--- config.mk ---
export PLATFORM = sky130hd
export DESIGN_NAME = serial_work_transmit
export DESIGN_NICKNAME = d
export VERILOG_FILES = /design/src/rtl/serial_work_transmit.sv
export SDC_FILE = /design/constraint.sdc
export NUM_CORES = 1
export LEC_CHECK = 0
export ABC_AREA = 1
export CORE_UTILIZATION = 27
export CTS_CLUSTER_SIZE = 10
export DETAILED_ROUTE_END_ITERATION = 10
export PLACE_DENSITY = 0.52
export SYNTH_ARGS = -nofsm -noshare
export SYNTH_HDL_FRONTEND = slang
export SYNTH_SLANG_ARGS = --single-unit
--- constraint.sdc ---
create_clock -name clk -period 4.2 [get_ports clk]
set_input_delay 1.05 -clock clk [delete_from_list [all_inputs] [get_ports clk]]
set_output_delay 1.05 -clock clk [all_outputs]
set_load 0.01 [all_outputs]
--- src/rtl/serial_work_transmit.sv ---
// Serialises one 704-bit work packet {data, nonce, target0, target1} as 8N1 UART bytes, MSB byte first.
// Optional: define SERIAL_WORK_TX_CHECKSUM_EN to append an XOR checksum byte (89 bytes total).
module serial_work_transmit #(
  parameter int CLK_HZ   = 20_000_000,
  parameter int BAUD     = 115_200,
  parameter int GAP_BITS = 0
) (
  input  logic         clk,
  input  logic         rst,
  input  logic         start,
  input  logic [607:0] data,
  input  logic [31:0]  nonce,
  input  logic [31:0]  target0,
  input  logic [31:0]  target1,
  output logic         TxD,
  output logic         busy,
  output logic         done
);
  localparam int BAUD_DIV = CLK_HZ / BAUD;
  localparam int CW       = $clog2(BAUD_DIV);
  localparam logic [CW-1:0] DIV_M1 = CW'(BAUD_DIV - 1);
  localparam logic [3:0]    GAP_M1 = 4'(GAP_BITS - 1);
`ifdef SERIAL_WORK_TX_CHECKSUM_EN
  localparam logic [6:0] LAST_BYTE = 7'd88;
`else
  localparam logic [6:0] LAST_BYTE = 7'd87;
`endif

  typedef enum logic [2:0] {S_IDLE, S_START, S_DATA, S_STOP, S_GAP, S_DONE} state_t;
  state_t state, state_n;

  logic [703:0]  sh;
  logic [CW-1:0] baud_cnt;
  logic [2:0]    bit_cnt;
  logic [3:0]    gap_cnt;
  logic [6:0]    byte_cnt;
  logic [7:0]    cur_byte;
  logic          bit_end, last;

  assign bit_end = (baud_cnt == DIV_M1);
  assign last    = (byte_cnt == LAST_BYTE);

`ifdef SERIAL_WORK_TX_CHECKSUM_EN
  logic [7:0] csum;
  assign cur_byte = (byte_cnt == 7'd88) ? csum : sh[703:696];

  always_ff @(posedge clk) begin
    if (rst)
      csum <= '0;
    else if (state == S_IDLE && start)
      csum <= '0;
    else if (state == S_STOP && bit_end && byte_cnt != 7'd88)
      csum <= csum ^ cur_byte;
  end
`else
  assign cur_byte = sh[703:696];
`endif

  always_comb begin
    state_n = state;
    case (state)
      S_IDLE:  if (start) state_n = S_START;
      S_START: if (bit_end) state_n = S_DATA;
      S_DATA:  if (bit_end && bit_cnt == 3'd7) state_n = S_STOP;
      S_STOP:
        if (bit_end) begin
          if (GAP_BITS != 0) state_n = S_GAP;
          else               state_n = last ? S_DONE : S_START;
        end
      S_GAP:   if (bit_end && gap_cnt == GAP_M1) state_n = last ? S_DONE : S_START;
      S_DONE:  state_n = S_IDLE;
      default: state_n = S_IDLE;
    endcase
  end

  always_comb begin
    TxD = 1'b1;
    case (state)
      S_START: TxD = 1'b0;
      S_DATA:  TxD = cur_byte[bit_cnt];
      default: TxD = 1'b1;
    endcase
  end

  assign busy = (state != S_IDLE) && (state != S_DONE);
  assign done = (state == S_DONE);

  always_ff @(posedge clk) begin
    if (rst) begin
      state    <= S_IDLE;
      sh       <= '0;
      baud_cnt <= '0;
      bit_cnt  <= '0;
      gap_cnt  <= '0;
      byte_cnt <= '0;
    end else begin
      state <= state_n;
      if (state == S_IDLE || state == S_DONE || bit_end) baud_cnt <= '0;
      else                                               baud_cnt <= baud_cnt + 1'b1;
      if (state == S_IDLE && start) begin
        sh       <= {data, nonce, target0, target1};
        bit_cnt  <= '0;
        gap_cnt  <= '0;
        byte_cnt <= '0;
      end
      if (state == S_DATA && bit_end) bit_cnt <= bit_cnt + 1'b1;
      if (state == S_GAP && bit_end) gap_cnt <= (gap_cnt == GAP_M1) ? 4'd0 : gap_cnt + 1'b1;
      // byte_cnt holds at the last byte so the trailing gap still sees it as last
      if (state == S_STOP && bit_end) begin
        sh <= {sh[695:0], 8'h00};
        if (!last) byte_cnt <= byte_cnt + 1'b1;
      end
    end
  end
endmodule

==> results of run 1 <==
[cells in the final DEF (no fill, tap or decap), types with 15 or more instances in the layout]
master	count
nor2_1	759
clkdlybuf4s50_1	708
diode_2	15
clkbuf_16	93
clkbuf_1	19
nand2_1	2133
buf_4	23
a21oi_1	713
buf_12	29
dfxtp_1	729
inv_1	43
[per-layer routing]
layer / GRT usage (%) / vias to the layer above
met2: 29.0 / 796
met3: 5.91 / 200
met4: 4.96 / 66
li1: - / 15900
met5: 0 / -
met1: 24.1 / 13900
[through the flow]
stage          utilization (%)  hold WS [ns]  worst slack (ns)  cell area (um^2)  std cells
2_1_floorplan                -         0.430              1.99             31400       4756
3_3_place_gp              34.3         0.447             0.984             39400       6718
3_5_place_dp              34.3         0.454             0.970             39400       6718
4_1_cts                   36.7         0.463             0.637             42100       6853
5_1_grt                   36.7         0.483             0.552             42100       6860
6_report                  36.7         0.461             0.742             42100       6868
[power groups by stage]
stage / Sequential (mW) / Combinational (mW) / Clock [mW]
2_1_floorplan: 8.88 / 4.74 / 0
6_report: 8.93 / 6.48 / 7.26
3_5_place_dp: 9.07 / 6.53 / 0
4_1_cts: 8.93 / 6.57 / 7.52
5_1_grt: 9.09 / 7.34 / 7.78
3_3_place_gp: 9.04 / 6.47 / 0
[worst reg2reg max path, cell delays in order, from the launching register on]
cell and delay [ns]:
dfxtp_1 0.33, inv_1 0.06, ha_1 0.13, nand2_1 0.08
nor2_4 0.16, nand2_2 0.14, nor2_4 0.17, buf_12 0.25
buf_12 0.42, nand2_1 0.42, nand2_1 0.13, a21oi_1 0.05
nor2_1 0.09
[path summary, 6_finish.rpt]
| path | startpoint | to | slack (ns) | depth (start not counted) |
|---|---|---|---|---|
| worst min register to register | sh[644] | sh[644] | 0.46 | 2 |
| worst max register to register | baud_cnt[0] | sh[339] | 1.74 | 12 |
| worst min-delay path | sh[644] | sh[644] | 0.46 | 2 |
| worst max-delay path | state[1] | TxD | 0.74 | 5 |
[state kept, by name (all words and copies together), names as in the netlist]
name / flops
state: 3
bit_cnt: 3
gap_cnt: 4
sh: 704
baud_cnt: 8
byte_cnt: 7
[cell type report]
| cell class | count | area share [%] |
|---|---|---|
| Antenna cell | 15 | 0.0891 |
| Sequential cell | 729 | 34.6 |
| Timing Repair Buffer | 761 | 18.6 |
| Clock inverter | 10 | 0.240 |
| Multi-Input combinational cell | 3667 | 35.3 |
| Clock buffer | 125 | 6.12 |
| Tap cell | 1512 | 4.49 |
| Inverter | 49 | 0.472 |
[kinds of logic (layout without fill, tap and decap cells)]
kind of cell / after synthesis / count (layout) / share of synthesized area, %
and+or+nand+nor: 2926 / 2926 / 35.3
AOI/OAI and AO/OA: 730 / 730 / 11.7
DFF: 729 / 729 / 46.4
buffers and inverters: 360 / 945 / 6.21
adders and majority gates: 6 / 6 / 0.239
xor gates and xnor gates: 5 / 5 / 0.139
other: 0 / 15 / 0
==> impl_metrics.json, run 1 <==
{
  "status": "completed",
  "hpwlAfterDp_mm": 78.4,
  "period_share_pct": 82.3,
  "cts_hold_buf": 0,
  "tns_ns": 0,
  "cts_tree": "yes",
  "die_w_um": 343,
  "max_cap_viol_count": 0,
  "crit_path_top_delay_cell": "clkdlybuf4s50_1",
  "worst_setup_path_start_kind": "flop",
  "fin_crit_ns": 3.46,
  "drc_errors": 0,
  "grt_pass1_vias": 29300,
  "switchingPower_mw": 7.69,
  "start_util_pct": 27.4,
  "viasPerCell": 4.50,
  "relSlewSlack_pct": 49.7,
  "max_stage_delay_ns": 0.58,
  "cp.required_ns": 3.15,
  "place_congestion": 0.863,
  "htreeDepth": 3,
  "power_mw": 22.7,
  "power.density_nw_per_um2": 538,
  "overflow": 0,
  "wl_met3_mm": 9.50,
  "wl_met1_mm": 50.9,
  "tightest_slew_ns": 0.754,
  "final_nets": 6010,
  "highest_layer": "met5",
  "io_buffers": 709,
  "grt_usage_pct": 18.4,
  "fin_skew_ns": 0.0289,
  "post_cts_buffers": 0,
  "p_seq_share_pct": 39.4,
  "critical_path_class": "flop to output pin",
  "cts_buffer_depth": 3,
  "synthCells": 4756,
  "row_count": 124,
  "grt_max_degree": 128,
  "netSwitchingFraction_pct": 33.9,
  "synth_ff_type": "dfxtp_1",
  "cp.arrival_ns": 2.41,
  "worst-path-buf-inv": 2,
  "n_fill_cell": 12400,
  "dr_wl_met2_mm": 49.7,
  "syn_to_final_growth_pct": 34.1,
  "cts_root_buf": "clkbuf_16",
  "synth_edf_count": 0,
  "grt_pass1_wl_mm": 169,
  "synth_top_area_cell": "dfxtp_1",
  "core_um2": 115000,
  "drv_slew": 0,
  "syn_area_per_cell_um2": 6.61,
  "clock.fmax_mhz": 289,
  "cts_sinks": 729,
  "first_pass_iters": 5,
  "critical_path.top_delay_family": "buffers and inverters",
  "insertion_delay_ns": 0.67,
  "ios": 710,
  "cts_inserted_buffers": 89,
  "endpoint_kind": "output pin",
  "min_path_type": "flop to flop",
  "post_cts_resized": 0,
  "vdd_drop_max_v": 0.000315,
  "die-area_um2": 118000,
  "finalSetupViolCount": 0,
  "post_drt_wl_per_cell_um": 16.5,
  "synth_seq_cells": 729,
  "synth_top_area_share_pct": 46.4,
  "crit_path_max_fanout": 6,
  "clockPowerShare_pct": 32.0,
  "antenna_found_initial": 52,
  "hold_viol": 0,
  "synth_area_um2": 31400,
  "internal_power_mw": 15.0,
  "p_comb_share_pct": 28.6,
  "drt_iter0_drc": 2140,
  "yosysWarnings": 0,
  "dieHeight_um": 343,
  "multi_input_area_um2": 14900,
  "ys_top_cells_by_area": "dfxtp_1 46%, nand2_1 25%, a21oi_1 11%, nor2_1 9.1%, buf_2 2.0%",
  "synth_nets": 5469,
  "synthArstFlopShare_pct": 0,
  "synth_top_cells_by_count": "2133 x nand2_1, 759 x nor2_1, 729 x dfxtp_1",
  "synth_cell_types": 29,
  "cts.reportedPaths.clkPinSlew_ns": 0.05,
  "worstPathCellList": "inv_1 > nor3_1 > o211ai_1 > nand2_1 > clkdlybuf4s50_1",
  "post-synth-top-count-cell": "nand2_1",
  "regArea_um2": 14600,
  "rsz0062_at_grt": "false",
  "drt_wl_total_mm": 113,
  "ant_nets": 0,
  "ys_seq_area_share_pct": 46.4,
  "leakage_nw": 18.7,
  "dr_total_vias": 30900,
  "drive_above_1_share_pct": 3.46
}
Note: power is estimated with default switching activity, not from simulation.
==> run 2, diff against run 1 <==
PLACE_DENSITY = 0.54   (was 0.52)
clock period = 3.1 ns   (was 4.2 ns; I/O delays follow)
==> run 2 against run 1 <==
  * Flip-flop and latch count unchanged
  * Non-clock buffer count increased by 39
  * Sequential share of layout area decreased by 0.22 points
  * Die area unchanged
  * Hold slack about the same
  * Clock skew decreased by 0.0048 ns
  * Cell area increased by 0.67%
==> impl_metrics.json, run 2 (synthesized netlist as in run 1, its figures left out) <==
{
  "drv_slew": 0,
  "pre_cts_ws_ns": 0.273,
  "cp.required_ns": 2.32,
  "antenna_found_initial": 17,
  "hpwlAfterDp_mm": 80.3,
  "die_w_um": 343,
  "row_count": 124,
  "endpoint_kind": "output pin",
  "clockPowerShare_pct": 31.3,
  "start_util_pct": 27.4,
  "netSwitchingFraction_pct": 33.8,
  "internal_power_mw": 20.3,
  "crit_path_max_fanout": 6,
  "finalSetupViolCount": 0,
  "vdd_drop_max_v": 0.000423,
  "ios": 710,
  "drc_errors": 0,
  "regMostFlops": "sh",
  "io_buffers": 709,
  "max_cap_viol_count": 0,
  "fin_cells": 6899,
  "cts_buffer_depth": 3,
  "dr_total_vias": 31100,
  "cts.reportedPaths.clkPinSlew_ns": 0.06,
  "largest_reg_flops": 704,
  "dieHeight_um": 343,
  "syn_to_final_growth_pct": 35.0,
  "switchingPower_mw": 10.4,
  "final_common_cell": "nand2_1",
  "cp.arrival_ns": 2.16,
  "grt_usage_pct": 18.2,
  "place_congestion": 0.853,
  "overflow": 0,
  "r2r_slack_ns": 0.73,
  "fin_util_pct": 37.0,
  "max_stage_delay_ns": 0.58,
  "relSlewSlack_pct": 57.0,
  "crit_path_top_delay_cell": "clkdlybuf4s50_1",
  "die-area_um2": 118000,
  "worstPathCellList": "inv_1 > nor3_4 > o211ai_1 > nand2_1 > clkdlybuf4s50_1",
  "rsz0062_at_grt": "false",
  "drt_iter0_drc": 2071,
  "power.density_nw_per_um2": 723,
  "mostFrequentLayoutCells": "2133 x nand2_1, 759 x nor2_1, 727 x dfxtp_1",
  "cts_tree": "yes",
  "p_seq_share_pct": 39.5,
  "grt_pass1_vias": 29800,
  "cts_sinks": 729,
  "fin_crit_ns": 2.93,
  "fin_skew_ns": 0.0240,
  "cts_root_buf": "clkbuf_16",
  "status": "completed",
  "post_drt_wl_per_cell_um": 16.2,
  "drive_above_1_share_pct": 4.07,
  "final_nets": 6048,
  "viasPerCell": 4.50,
  "clock.fmax_mhz": 341,
  "core_um2": 115000,
  "grt_pass1_wl_mm": 169,
  "hold_viol": 0,
  "tns_ns": 0,
  "leakage_nw": 18.9,
  "ant_nets": 0,
  "grt_max_degree": 100,
  "drt_wl_total_mm": 112,
  "insertion_delay_ns": 0.65,
  "worst_setup_path_start_kind": "flop",
  "min_path_type": "flop to flop",
  "setup_ws_ns": 0.167,
  "first_pass_iters": 5,
  "htreeDepth": 3,
  "critical_path_class": "flop to output pin",
  "tightest_slew_ns": 0.645,
  "dp.cells": 6757,
  "period_share_pct": 94.6,
  "p_comb_share_pct": 29.1,
  "reg_top3": "sh (704), baud_cnt (8), byte_cnt (7)",
  "cts_inserted_buffers": 88,
  "power_mw": 30.7
}
[run 2: cell types whose count changed in the layout (fill, tap and decap cells not counted), moves of 3 or more]
cell and change:
buf_12 +5, buf_4 +34, clkbuf_1 +6, clkbuf_16 -3, clkbuf_8 -6, diode_2 -6, inv_16 -3
[run 2: worst paths after layout]
path,start,end,cells after the start
min reg2reg,baud_cnt[0],baud_cnt[0],1
min,baud_cnt[0],baud_cnt[0],1
max,state[1],TxD,5
max reg2reg,baud_cnt[0],sh[447],12
[run 2: through the flow]
step	area, um^2	hold WS, ns
floorplan	31400	0.430
global placement	39800	0.445
detailed placement	39800	0.453
CTS	42400	0.452
global route	42400	0.479
finish	42400	0.461
[run 2: area by class of cell]
| class | count | area [um^2] |
|---|---|---|
| fill | 12400 | 72400 |
| multi-input combinational | 3667 | 14900 |
| sequential | 729 | 14600 |
| timing repair buffer | 800 | 8210 |
| clock buffer | 122 | 2440 |
| tap | 1512 | 1890 |
| inverter | 49 | 199 |
| clock inverter | 11 | 163 |
| antenna | 9 | 22.5 |
[run 2: layer usage]
metal / track usage [%] / vias to the layer above / wire length [um]
met2: 29.8 / 893 / 51200
li1: - / 16000 / -
met5: 0 / - / 133
met1: 24.4 / 14000 / 51200
met3: 3.19 / 158 / 6960
met4: 4.96 / 20 / 2360
[run 2: what timing repair did]
item | CTS | global route
setup endpoints to repair | 1 | 1
gates resized for setup | 3 | 1
setup buffers | 0 | 0
pin swaps | 0 | 0
hold buffers | 0 | 0
[run 2: power groups by stage]
stage          Clock [mW]  Sequential [mW]  Combinational, mW
2_1_floorplan           0             12.0               6.42
3_3_place_gp            0             12.3               8.90
3_5_place_dp            0             12.3               8.97
4_1_cts              9.91             12.1               9.03
5_1_grt              10.2             12.3               10.1
6_report             9.62             12.1               8.94
[run 2: critical path, delay by kind of cell (launching register included)]
kind | cells | cell delay (ns)
AO/OA/AOI/OAI | 1 | 0.12
buffers and inverters | 2 | 0.71
AND/OR/NAND/NOR | 2 | 0.25
flip-flops | 1 | 0.43
==> run 3, diff against run 2 <==
CTS_BUF_LIST = sky130_fd_sc_hd__clkbuf_16   (was not set)
==> run 3 against run 2 <==
  * Flip-flop and latch count did not move
  * Die area did not move
  * Cell area fell by 0.17%
  * Critical path depth rose by 1
  * Highest routed layer unchanged
  * Register-to-register slack barely moved
==> impl_metrics.json, run 3 (synthesized netlist as in run 1, its figures left out) <==
{
  "status": "completed",
  "crit_path_max_fanout": 8,
  "cp.required_ns": 2.32,
  "cts.reportedPaths.clkPinSlew_ns": 0.06,
  "antenna_found_initial": 17,
  "cts_buffer_depth": 3,
  "p_comb_share_pct": 29.4,
  "vdd_drop_max_v": 0.000421,
  "grt_util_met3_pct": 3.19,
  "endpoint_kind": "output pin",
  "io_buffers": 709,
  "ios": 710,
  "power.density_nw_per_um2": 719,
  "p_seq_share_pct": 39.9,
  "insertion_delay_ns": 0.65,
  "fin_skew_ns": 0.0244,
  "syn_to_final_growth_pct": 34.7,
  "post_drt_wl_per_cell_um": 16.2,
  "drv_slew": 0,
  "cts_hold_buf": 0,
  "switchingPower_mw": 10.4,
  "core_um2": 115000,
  "fin_cells": 6899,
  "clock.fmax_mhz": 342,
  "htreeDepth": 3,
  "tightest_slew_ns": 0.651,
  "row_count": 124,
  "drt_iter0_drc": 2081,
  "grt_pass1_wl_mm": 169,
  "first_pass_iters": 5,
  "overflow": 0,
  "drt_wl_total_mm": 112,
  "cts_root_buf": "clkbuf_16",
  "fin_crit_ns": 2.93,
  "internal_power_mw": 20.0,
  "leakage_nw": 19.0,
  "dr_total_vias": 31100,
  "crit_path_top_delay_cell": "clkdlybuf4s50_1",
  "max_stage_delay_ns": 0.52,
  "largest_reg_flops": 704,
  "relSlewSlack_pct": 56.6,
  "final_nets": 6048,
  "period_share_pct": 94.4,
  "viasPerCell": 4.51,
  "hpwlAfterDp_mm": 80.3,
  "max_cap_viol_count": 0,
  "rsz0062_at_grt": "false",
  "cp.arrival_ns": 2.15,
  "reg_top3": "sh (704), baud_cnt (8), byte_cnt (7)",
  "cts_tree": "yes",
  "finalSetupViolCount": 0,
  "place_congestion": 0.853,
  "worst_setup_path_start_kind": "flop",
  "tns_ns": 0,
  "multi_input_area_um2": 14900,
  "grt_max_degree": 100,
  "cts_sinks": 729,
  "dieHeight_um": 343,
  "timing.hold.ws_ns": 0.461,
  "drive_above_1_share_pct": 3.94,
  "netSwitchingFraction_pct": 34.1,
  "grt_usage_pct": 18.2,
  "regMostFlops": "sh",
  "pre_cts_ws_ns": 0.273,
  "use_met1_pct": 24.4,
  "die_w_um": 343,
  "dp.cells": 6757,
  "setup_ws_ns": 0.174,
  "worstPathCellList": "inv_1 > o21ai_0 > o21ai_0 > o211ai_1 > nand2_1 > clkdlybuf4s50_1",
  "grt_pass1_vias": 29800,
  "top_usage_layer": "met2",
  "regArea_um2": 14600,
  "grtUsageMet2_pct": 29.8,
  "die-area_um2": 118000,
  "final_common_cell": "nand2_1",
  "min_path_type": "flop to flop",
  "worst-path-buf-inv": 2,
  "critical_path.top_delay_family": "buffers and inverters",
  "cts_inserted_buffers": 88,
  "fin_util_pct": 36.9,
  "drc_errors": 0,
  "clockPowerShare_pct": 30.8,
  "critical_path_class": "flop to output pin",
  "mostFrequentLayoutCells": "2133 x nand2_1, 759 x nor2_1, 727 x dfxtp_1",
  "n_fill_cell": 12400,
  "cpMostUsedCell": "o21ai_0",
  "start_util_pct": 27.4,
  "hold_viol": 0,
  "ant_nets": 0
}
[run 3: changes by cell type in the layout (fill, tap and decap cells not counted), sizes merged]
cell | previous run | this run
clkbuf | 122 | 90
clkinv | 7 | 14
inv | 50 | 75
[run 3: worst reg2reg max path: stages, from the launching register on]
cell     delay [ns]
dfxtp_1        0.33
inv_1          0.06
ha_1           0.14
nand2_1        0.08
nor2_4         0.16
nand2_2        0.14
nor2_4         0.17
buf_12         0.18
buf_4          0.54
nand2_1        0.27
nand2_1        0.11
a21oi_1        0.04
nor2_1         0.10
[run 3: path summary, 6_finish.rpt]
kind	startpoint	end	slack [ns]	cells past startpoint
min	baud_cnt[0]	baud_cnt[0]	0.46	1
max reg2reg	baud_cnt[0]	sh[447]	0.73	12
max	bit_cnt[0]	TxD	0.17	6
min reg2reg	baud_cnt[0]	baud_cnt[0]	0.46	1
[run 3: power by group through the flow]
stage / sequential, mW / clock, mW / combinational [mW]
2_1_floorplan: 12.0 / 0 / 6.42
3_3_place_gp: 12.3 / 0 / 8.90
3_5_place_dp: 12.3 / 0 / 8.97
4_1_cts: 12.1 / 9.65 / 9.03
5_1_grt: 12.3 / 9.99 / 10.1
6_report: 12.1 / 9.36 / 8.95
[run 3: layer usage]
layer / vias up / wire (um) / part of all wire, %
met2: 856 / 51200 / 46
met3: 161 / 6740 / 6.0
met1: 14100 / 51400 / 46
li1: 16000 / - / -
met5: - / 133 / 0.12
met4: 20 / 2390 / 2.1
[run 3: final cells by class]
class                      instances  area share [%]
sequential                       729            34.5
clock buffer                      90            5.32
timing repair buffer             800            19.4
antenna                            9          0.0532
tap                             1512            4.47
multi-input combinational       3667            35.2
inverter                          49           0.470
clock inverter                    43           0.668
[run 3: what timing repair did]
item	4_1_cts	5_1_grt
setup buffers	0	0
endpoints found under the setup margin	1	1
resized for setup	3	1
endpoints found under the hold margin	0	0
[run 3: through the flow]
stage	total power, mW	instance area, um^2
finish	30.4	42400
global route	32.4	42300
CTS	30.8	42300
detailed placement	21.3	39800
global placement	21.2	39800
floorplan	18.4	31400
